File: src/rtl/walk_request.sv
// walk_request: pedestrian front end for the crossing light controller.
// Synchronizes and debounces the raw push-button, gates the request until the
// vehicle green has been up long enough, holds btn_req until the controller
// leaves green, drives the WAIT lamp and counts serviced crossings.
//
// Handshake with the controller: btn_req is a level request. Once raised it is
// held until green_in falls (the controller's acknowledge). It is only ever
// raised while green_in is high.
module walk_request #(
    parameter int SYNC_STAGES      = 2,
    parameter int DEBOUNCE_CYCLES  = 16,
    parameter int MIN_GREEN_CYCLES = 1000,
    parameter int AGE_W            = 16
) (
    input  logic       clock,
    input  logic       reset_n,
    input  logic       btn_raw,
    input  logic       green_in,
    output logic       btn_req,
    output logic       wait_lamp,
    output logic [7:0] req_count,
    output logic       busy
);

    localparam int CNT_W = (DEBOUNCE_CYCLES > 2) ? $clog2(DEBOUNCE_CYCLES) : 1;
    localparam logic [CNT_W-1:0] DB_LAST = CNT_W'(DEBOUNCE_CYCLES - 1);
    localparam logic [AGE_W-1:0] AGE_MAX = AGE_W'(MIN_GREEN_CYCLES);

    typedef enum logic [1:0] {
        S_IDLE     = 2'd0,
        S_PENDING  = 2'd1,
        S_ASSERT   = 2'd2,
        S_SERVICED = 2'd3
    } state_t;

    logic                   rst_sync_q;
    logic                   rst_n_int;
    logic [SYNC_STAGES-1:0] sync_q;
    logic                   sync_btn;
    logic                   stable_q, stable_d;
    logic                   stable_prev_q;
    logic [CNT_W-1:0]       db_cnt_q, db_cnt_d;
    logic                   press;
    logic [AGE_W-1:0]       age_q, age_d;
    logic                   age_ok;
    state_t                 state_q, state_d;
    logic [7:0]             count_q, count_d;
    logic                   btn_req_q, wait_q, busy_q;

    // Reset asserts asynchronously, releases on a clock edge.
    always_ff @(posedge clock or negedge reset_n) begin
        if (!reset_n) rst_sync_q <= 1'b0;
        else          rst_sync_q <= 1'b1;
    end

    assign rst_n_int = rst_sync_q;

    // Metastability chain for the asynchronous pad input.
    always_ff @(posedge clock or negedge rst_n_int) begin
        if (!rst_n_int) sync_q <= '0;
        else            sync_q <= {sync_q[SYNC_STAGES-2:0], btn_raw};
    end

    assign sync_btn = sync_q[SYNC_STAGES-1];

    // Debounce: count consecutive disagreeing cycles, flip after enough of them.
    always_comb begin
        stable_d = stable_q;
        db_cnt_d = '0;
        if (sync_btn != stable_q) begin
            if (db_cnt_q == DB_LAST) begin
                stable_d = ~stable_q;
                db_cnt_d = '0;
            end else begin
                db_cnt_d = db_cnt_q + 1'b1;
            end
        end
    end

    // Debounced level, its previous value and the run-length counter.
    always_ff @(posedge clock or negedge rst_n_int) begin
        if (!rst_n_int) begin
            stable_q      <= 1'b0;
            stable_prev_q <= 1'b0;
            db_cnt_q      <= '0;
        end else begin
            stable_q      <= stable_d;
            stable_prev_q <= stable_q;
            db_cnt_q      <= db_cnt_d;
        end
    end

    // Only the debounced rising edge is an event; release is ignored.
    assign press = stable_q & ~stable_prev_q;

    // Green age: how long vehicle green has been continuously on, saturating.
    always_comb begin
        age_d = age_q;
        if (!green_in)             age_d = '0;
        else if (age_q != AGE_MAX) age_d = age_q + 1'b1;
    end

    // Green age register.
    always_ff @(posedge clock or negedge rst_n_int) begin
        if (!rst_n_int) age_q <= '0;
        else            age_q <= age_d;
    end

    assign age_ok = (age_q == AGE_MAX);

    // Next state and serviced-crossing count. A green drop wins over age_ok
    // so the request can never be raised after the controller left green.
    always_comb begin
        state_d = state_q;
        count_d = count_q;
        case (state_q)
            S_IDLE: begin
                if (press && green_in) state_d = S_PENDING;
            end
            S_PENDING: begin
                if (!green_in)   state_d = S_SERVICED;
                else if (age_ok) state_d = S_ASSERT;
            end
            S_ASSERT: begin
                if (!green_in) begin
                    state_d = S_SERVICED;
                    if (count_q != 8'hFF) count_d = count_q + 8'd1;
                end
            end
            S_SERVICED: begin
                if (green_in) state_d = S_IDLE;
            end
            default: state_d = S_IDLE;
        endcase
    end

    // State, count and registered outputs decoded from the next state.
    always_ff @(posedge clock or negedge rst_n_int) begin
        if (!rst_n_int) begin
            state_q   <= S_IDLE;
            count_q   <= 8'd0;
            btn_req_q <= 1'b0;
            wait_q    <= 1'b0;
            busy_q    <= 1'b0;
        end else begin
            state_q   <= state_d;
            count_q   <= count_d;
            btn_req_q <= (state_d == S_ASSERT);
            wait_q    <= (state_d == S_PENDING) || (state_d == S_ASSERT);
            busy_q    <= (state_d != S_IDLE);
        end
    end

    assign btn_req   = btn_req_q;
    assign wait_lamp = wait_q;
    assign req_count = count_q;
    assign busy      = busy_q;

endmodule

File: config.mk
export PLATFORM = sky130hd
export DESIGN_NAME = walk_request
export DESIGN_NICKNAME = d
export VERILOG_FILES = /design/src/rtl/walk_request.sv
export SDC_FILE = /design/constraint.sdc
export NUM_CORES = 1
export LEC_CHECK = 0
export ABC_AREA = 0
export ABC_CLOCK_PERIOD_IN_PS = 3620
export CORE_UTILIZATION = 35
export CTS_CLUSTER_DIAMETER = 80
export CTS_CLUSTER_SIZE = 20
export DETAILED_ROUTE_END_ITERATION = 7
export GPL_TIMING_DRIVEN = 0
export REMOVE_ABC_BUFFERS = 1
export SLEW_MARGIN = 15
export SYNTH_ARGS = -nofsm -noshare
export SYNTH_HDL_FRONTEND = slang
export SYNTH_SLANG_ARGS = --single-unit
File: constraint.sdc
create_clock -name clock -period 3.62 [get_ports clock]
set_clock_uncertainty 0.05 [all_clocks]
set_input_delay 0.543 -clock clock [delete_from_list [all_inputs] [get_ports clock]]
set_output_delay 0.543 -clock clock [all_outputs]
set_load 0.01 [all_outputs]
==> summary.txt <==
Global route
  – Vias in the first global route: 1,230
  – Largest net degree at the start of global routing: 21
  – Initial antenna violation count: 0
  – GRT Total Usage: 13.93%
  – First-pass GRT wire length: 5.499 mm
  – Gr ovfl total: 0

Final layout
  – Filler cells: 483
  – Most common cell after layout, fill and taps aside: dfrtp_1
  – Nets: 191
  – ANT cells: 0
  – Share of cells above drive strength 1: 8.743%
  – Most frequent cells in the layout: dfrtp_1, nor2_1, clkdlybuf4s50_1, xnor2_1, nand3_1
  – Final core occ: 44.08%
  – Synthesis-to-finish area growth: 20.33%

Place
  – Buffers on Ports: 14
  – Post-DP HPWL: 2.141 mm
  – Gpl congestion: 0.8091

Clock tree
  – Clock Path Buffers: 2
  – Hold buffer count at cts: 0
  – Post-CTS Setup Repair Bufs: 0
  – Post_cts resized: 0
  – CTS tree: yes
  – CTS Root Cell: clkbuf_8
  – Num Clock Sinks: 38
  – Worst-path clk slew: 80 ps
  – Cts bufs inserted: 5
  – Clk_lat worst skew: 300 ps
  – H-tree levels: 2

Floorplanning
  – Core footprint: 4755 um2
  – Die X: 72.54 um
  – Die height: 72.54 um
  – Top Ports: 15
  – Die ar.: 5262 um2
  – Initial core utilization: 36.63%
  – Site Rows: 25

Synth
  – Post-synthesis async set-or-reset flop share: 100.0%
  – Synth warn: 0
  – Post-synthesis average cell area: 10.69 um2
  – Main synth FF type: dfrtp_1
  – Yosys reg bits: 38
  – Post-synth cell types: 33
  – Sequential element share of the synthesized area: 54.60%
  – Number of synthesized flops with an enable pin: 0
  – Cells after Synth: 163
  – Mapped cell area: 1742 um2

Setup path
  – CP startpoint kind: flop
  – Crit Path Max Fanout: 8
  – Arr. time, crit path: 2620 ps
  – CP endpoint kind: flop
  – Critical path class: flop to flop
  – WP data required: 3810 ps

Drt
  – Antenna-violating nets left: 0
  – Drt total wl: 3.090 mm
  – Via density: 5.036
  – DRT iter0 DRCs: 49
  – Drt drc: 0
  – DR pass1 iterations: 4
  – DR vias: 1,259
  – Wire length per cell: 12.36 um

STA
  – Setup violations, final: 0
  – Max frequency: 412.9 MHz
  – Final Hold Vio Count: 0
  – Setup TNS: 0 ps
  – RSZ-0062 raised after global routing: no
  – Max_slew headroom: 59.82%
  – Final Critical Period: 2422 ps
  – Worst slew pin tran: 601.5 ps
  – Final Max Tran Viols: 0
  – Final period utilization: 66.90%

Pwr
  – Worst vdd ir: 0.4097 mV
  – Leakage Power: 0.8666 nW
  – Cell Pwr Density: 550.5 nW/um2

Worst hold path
  – Min-delay worst type: flop to async pin

Flow run
  – Total of max-cap violations: 0

Run status
  – Outcome: complete, no violations
kinds of logic after synthesis:
| family | Yosys count | share of synthesized area, % |
|---|---|---|
| AND/OR/NAND/NOR | 66 | 20.26 |
| multiplexers | 5 | 3.161 |
| buffers and inverters | 13 | 2.874 |
| other | 1 | 0.2153 |
| XOR/XNOR | 19 | 9.555 |
| AO/OA/AOI/OAI | 16 | 5.747 |
| adder cells (fa/ha/maj) | 5 | 3.592 |
| flip-flops | 38 | 54.60 |
synthesized netlist by cell type, types with 4 or more instances:
| cell | number | area share (%) |
|---|---|---|
| nand4_1 | 8 | 2.9 |
| nor3_1 | 4 | 1.1 |
| nor2_1 | 17 | 3.7 |
| ha_1 | 5 | 3.6 |
| dfrtp_1 | 38 | 55 |
| xor2_1 | 7 | 3.5 |
| nand2_1 | 7 | 1.5 |
| mux2_2 | 4 | 2.6 |
| xnor2_1 | 12 | 6.0 |
| nor4_1 | 5 | 1.8 |
| o21ai_1 | 4 | 1.1 |
| nand3_1 | 12 | 3.4 |
| inv_1 | 10 | 2.2 |
| a21oi_1 | 4 | 1.1 |
layer usage:
layer  vias up  part of all wire, %  track usage, %
met4         0                  2.0           6.972
li1        610                    -               -
met2        23                   48           21.60
met1       619                   46           17.45
met3         7                  3.9           4.583
met5         -                    0               0
through the flow:
stage | total power, W | hold slack, ps | worst slack, ps | instance area (um2) | instances
floorplan | 0.0006794 | 197.4 | 1367 | 1729 | 160
global placement | 0.0007938 | 285.3 | 1030 | 1953 | 241
detailed placement | 0.0008016 | 171.0 | 975.0 | 1982 | 242
CTS | 0.001172 | 181.8 | 1184 | 2096 | 250
global route | 0.001227 | 209.5 | 1054 | 2096 | 250
finish | 0.001154 | 158.7 | 1198 | 2096 | 250
registers in the layout (all words and copies together), names as in the netlist:
register       flops
age_q             16
btn_req            1
busy               1
db_cnt_q           4
req_count          8
rst_n_int          1
stable_prev_q      1
stable_q           1
state_q            2
sync_q             2
wait_lamp          1
power breakdown:
| group | switching (W) | total (W) | internal, W |
|---|---|---|---|
| combinational | 0.000104 | 0.000239 | 0.000136 |
| clock | 0.000157 | 0.000362 | 0.000205 |
| sequential | 0.0000692 | 0.000553 | 0.000483 |
final timing paths:
path	cells past startpoint	from	end	slack [ps]
max	7	age_q[1]$_DFFE_PN0P_	wait_lamp$_DFF_PN0_	1200
max reg2reg	7	age_q[1]$_DFFE_PN0P_	wait_lamp$_DFF_PN0_	1200
min reg2reg	0	rst_n_int$_DFF_PN0_	sync_q[0]$_DFF_PN0_	160
max in group asynchronous	1	rst_n_int$_DFF_PN0_	req_count[1]$_DFFE_PN0P_	2920
min	0	rst_n_int$_DFF_PN0_	sync_q[0]$_DFF_PN0_	160
min in group clock	0	sync_q[0]$_DFF_PN0_	sync_q[1]$_DFF_PN0_	310
final cells by class:
type | count | area (um2) | area share, %
inverter | 10 | 37.54 | 1.791
multi-input combinational | 112 | 740.7 | 35.34
sequential | 38 | 952.2 | 45.43
timing repair buffer | 15 | 167.7 | 8.000
tap | 67 | 83.83 | 4.000
clock inverter | 3 | 45.04 | 2.149
clock buffer | 5 | 68.82 | 3.284
critical path, stage by stage, from the launching register on:
cell,delay (ps)
dfrtp_1,450
inv_1,120
ha_1,140
or3b_2,430
or4_1,690
o21ai_1,210
ha_1,240
inv_1,50
Note: power is estimated with default switching activity, not from simulation.
